## config.mk

```make
export PLATFORM = sky130hd
export DESIGN_NAME = demux_16_8_reg
export DESIGN_NICKNAME = d
export VERILOG_FILES = /design/src/rtl/demux_16_8_reg.sv
export SDC_FILE = /design/constraint.sdc
export NUM_CORES = 1
export LEC_CHECK = 0
export ABC_AREA = 1
export BUFFER_PORTS_ARGS = -buffer_cell sky130_fd_sc_hd__buf_2
export CAP_MARGIN = 30
export CORE_MARGIN = 1
export CORE_UTILIZATION = 55
export CTS_BUF_LIST = sky130_fd_sc_hd__clkbuf_4
export DETAILED_ROUTE_END_ITERATION = 7
export PLACE_DENSITY = 0.81
export SLEW_MARGIN = 20
export SYNTH_ARGS = -nofsm -noshare
export SYNTH_HDL_FRONTEND = slang
export SYNTH_SLANG_ARGS = --single-unit
```

## constraint.sdc

```tcl
create_clock -name clk -period 5.4 [get_ports clk]
set_clock_uncertainty 0.15 [all_clocks]
set_input_delay 0.54 -clock clk [delete_from_list [all_inputs] [get_ports clk]]
set_output_delay 0.54 -clock clk [all_outputs]
set_load 0.005 [all_outputs]
```

## src/rtl/demux_16_8_reg.sv

```systemverilog
// demux_16_8_reg: register-bank write port. A single 16-bit word is routed to
// one of eight registered outputs via a valid/ready handshake. A clear
// sequencer walks the bank back to RESET_VAL, one entry per clock.
module demux_16_8_reg #(
  parameter int unsigned          WIDTH     = 16,
  parameter logic [WIDTH-1:0]     RESET_VAL = 16'h0000
) (
  input  logic             clk,
  input  logic             reset,
  input  logic             in_valid,
  output logic             in_ready,
  input  logic [WIDTH-1:0] data_in,
  input  logic [2:0]       selectInput,
  input  logic             clear_req,
  output logic             busy,
  output logic [7:0]       wr_strobe,
  output logic [WIDTH-1:0] out0,
  output logic [WIDTH-1:0] out1,
  output logic [WIDTH-1:0] out2,
  output logic [WIDTH-1:0] out3,
  output logic [WIDTH-1:0] out4,
  output logic [WIDTH-1:0] out5,
  output logic [WIDTH-1:0] out6,
  output logic [WIDTH-1:0] out7
);

  typedef enum logic {
    IDLE  = 1'b0,
    CLEAR = 1'b1
  } state_t;

  state_t           state_q;
  logic [2:0]       clr_cnt_q;
  logic [7:0]       wr_strobe_q;
  logic [WIDTH-1:0] bank_q [8];

  // A clear request blocks the handshake in the same cycle so it wins over a write.
  assign in_ready  = (state_q == IDLE) && !clear_req;
  assign busy      = (state_q == CLEAR);
  assign wr_strobe = wr_strobe_q;

  assign out0 = bank_q[0];
  assign out1 = bank_q[1];
  assign out2 = bank_q[2];
  assign out3 = bank_q[3];
  assign out4 = bank_q[4];
  assign out5 = bank_q[5];
  assign out6 = bank_q[6];
  assign out7 = bank_q[7];

  // Sequencer and bank: handshake writes in IDLE, one-entry-per-edge sweep in CLEAR.
  always_ff @(posedge clk or posedge reset) begin
    if (reset) begin
      state_q     <= IDLE;
      clr_cnt_q   <= 3'd0;
      wr_strobe_q <= 8'h00;
      for (int i = 0; i < 8; i++) begin
        bank_q[i] <= RESET_VAL;
      end
    end else begin
      case (state_q)
        IDLE: begin
          if (clear_req) begin
            // Entering the sweep touches no bank entry at this edge.
            state_q     <= CLEAR;
            clr_cnt_q   <= 3'd0;
            wr_strobe_q <= 8'h00;
          end else if (in_valid) begin
            bank_q[selectInput] <= data_in;
            wr_strobe_q         <= 8'b0000_0001 << selectInput;
          end else begin
            wr_strobe_q <= 8'h00;
          end
        end
        CLEAR: begin
          bank_q[clr_cnt_q] <= RESET_VAL;
          wr_strobe_q       <= 8'b0000_0001 << clr_cnt_q;
          // The 3-bit counter wraps back to 0 on the final entry.
          clr_cnt_q         <= clr_cnt_q + 3'd1;
          if (clr_cnt_q == 3'd7) begin
            state_q <= IDLE;
          end else begin
            state_q <= CLEAR;
          end
        end
        default: begin
          state_q     <= IDLE;
          clr_cnt_q   <= 3'd0;
          wr_strobe_q <= 8'h00;
        end
      endcase
    end
  end

endmodule

```

==> flow_summary.ini <==
[outcome]
status = finished, final reports clean

[sta]
final.setup.tns_ns = 0
period_minus_slack_ns = 2.509
rsz0062_at_grt = no
slew_limit_fails = 0
timing.final.crit_share_pct = 46.47
max_slew_margin_pct = 44.30
finalSetupViolations = 0
timing.fmax_mhz = 398.5
timing.final.hold_violations = 0
layout_setup_ws_ns = 2.891
tightestPinTransition_ns = 0.8355

[placement]
placement.cell_area_um2 = 8287
placed_cells_incl_taps = 1363
buffer_ports.inserted = 160
worst_slack_at_placement_ns = 2.863
finalWeightedCongestion = 0.9066
dp_hpwl_um = 14230

[cells_and_area]
combined_area_of_the_multi_input_logic_cells_um2 = 3271
fin_area_um2 = 8534
drive_gt1_share_pct = 18.44
design.final.nets = 1236
n_fill_cell = 1252
layout.cells.most_common_list = nand2_1 (556), buf_2 (160), dfrtp_1 (139)
layout_commonest_cell = nand2_1
seq_area_um2 = 3507
layoutNonFillerInstCount = 1397
syn2layout_area_growth_pct = 14.31

[clock_network]
tritoncts_clock_tree = built
cts.root.buffer_cell = clkbuf_4
cts-buffers-inserted = 17
cts_post_setup_buffers_inserted = 0
clkSlewWorstSetupHoldPaths_ns = 0.13
number_of_levels_the_h_tree_was_split_into = 4
insertion_delay_ns = 0.57
clockBufferDepth = 2
clock_sinks = 140

[grt]
grt_pass1_vias = 6596
initial_antenna_violation_count = 1
global_route.overflow_total = 0
grt_max_degree = 94
grt_usage_pct = 31.22
grt_pass1_wl_um = 33930

[run]
drv_cap = 0

[pwr]
p_int_mw = 2.073
p_comb_share_pct = 42.7
power_frac_clock_pct = 15.7
sequentialPowerShare_pct = 41.6
p_sw_mw = 1.735
leakagePower_nw = 5.672
power.share.switching_pct = 45.55
cellPowerDensity_nw_per_um2 = 446.2
peakVddDrop_uv = 186.3

[worst_setup_path]
worst_path_largest_cell_delay_ns = 0.49
timing.critical_path.from_type = register
crit_required_ns = 4.71
cp_max_fo = 50
crit_path_cell_trace = buf_4 -> nor2_1 -> buf_2
endpoint_kind = primary output
crit_arrival_ns = 1.82
worstSetupPathType = register to primary output
timing.critical_path.slowest_stage_cell = dfrtp_4

[yosys]
synth_seq_area_share_pct = 46.92
synthCells = 1074
yosysUniqueCellTypes = 25
post_syn_area_per_cell_um2 = 6.951
yosysWarnings = 0
netlist_area_before_placement_um2 = 7466
ys_ff_latch = 140
syn-num-nets = 1103

[worst_hold_path]
min-delay-path-class = input pin to register

[floorplan]
floorplan.core_area_um2 = 13240
die_area_um2 = 14040
placement_row_count = 42
io-pin-count = 161
initial_core_util_pct = 56.38
die_width_um = 118.5
floorplan.die.height_um = 118.5

[route]
first_iter_violations = 902
drt_pre_antenna_iters = 7
viasPerCell = 5.280
drt-wirelength-per-cell_um = 14.95
ant_nets = 0
drc = 0
num_vias = 7376
detail_route.wirelength_um = 20890
[critical path: cells and delay by family, from the launching register on]
kind                   cells  cell delay, ns
flip-flops                 1            0.49
buffers and inverters      2            0.47
AND/OR/NAND/NOR            1            0.28
[registers in the layout, indices dropped and copies added (netlist names), 16 cells and up]
| name | cells |
|---|---|
| out5 | 16 |
| out3 | 16 |
| out7 | 16 |
| out1 | 16 |
| out2 | 16 |
| out0 | 16 |
| out4 | 16 |
| out6 | 16 |
[power by group through the flow]
stage / Combinational (mW) / Sequential [mW] / Clock [mW]
2_1_floorplan: 1.06 / 1.57 / 0
3_3_place_gp: 1.55 / 1.59 / 0
3_5_place_dp: 1.62 / 1.60 / 0
4_1_cts: 1.63 / 1.58 / 0.608
5_1_grt: 1.83 / 1.62 / 0.658
6_report: 1.63 / 1.58 / 0.598
[logic make-up (layout without fill, tap and decap cells)]
kind of cell    after synthesis  in the layout  synth area share, %
other cells                   0              1                    0
simple gates                722            722                39.65
fa+ha+maj                     6              6                1.006
buf+inv                     163            309                9.268
compound gates               43             43                3.151
flops                       140            140                46.92
[cells in the mapped netlist, drive strengths merged]
cell type / count / area (um^2)
dfrtp: 140 / 3503
nand4: 1 / 6.260
nand3: 128 / 675.7
o22ai: 1 / 6.260
ha: 6 / 75.07
a21oi: 3 / 15.01
inv: 112 / 420.4
nor2: 28 / 130.1
nand2: 565 / 2148
o21ai: 39 / 214.0
buf: 40 / 230.2
clkbuf: 11 / 41.29
[metrics by stage]
stage          total power, mW  hold WS [ns]  utilization [%]
2_1_floorplan            2.627        0.3366                -
3_3_place_gp             3.139        0.3263            62.22
3_5_place_dp             3.220        0.3319            62.58
4_1_cts                  3.814       0.07334            64.43
5_1_grt                  4.112       0.06982            64.45
6_report                 3.808        0.1011            64.45
[worst paths after layout]
check / start / end / slack (ns) / cells past startpoint
max in group asynchronous: reset / out6[13] / 3.41 / 4
max: busy / in_ready / 2.89 / 3
max reg2reg: busy / out0[4] / 3.09 / 7
min in group asynchronous: reset / out2[15] / 0.53 / 3
min: data_in[6] / out7[6] / 0.10 / 3
min reg2reg: out0[7] / out0[7] / 0.36 / 2
[layer usage]
metal | wire length [um] | part of all wire (%) | GRT usage, %
met5 | 0 | 0 | 0
met4 | 728 | 3.5 | 14.72
met3 | 1552 | 7.4 | 5.502
met2 | 9902 | 47 | 48.31
met1 | 8706 | 42 | 42.78
[repair_timing]
action / CTS / global route
hold buffers: 1 / 0
resized for setup: 0 / 0
hold endpoints to repair: 21 / 0
[layout make-up]
cell class	instances	share of cell area, %
clock buffer	19	1.671
timing repair buffer	165	10.23
multi-input combinational	771	38.32
antenna	1	0.02932
tap	176	2.580
inverter	112	4.985
clock inverter	13	1.085
sequential	140	41.09
(Power assumes the default switching activity.)
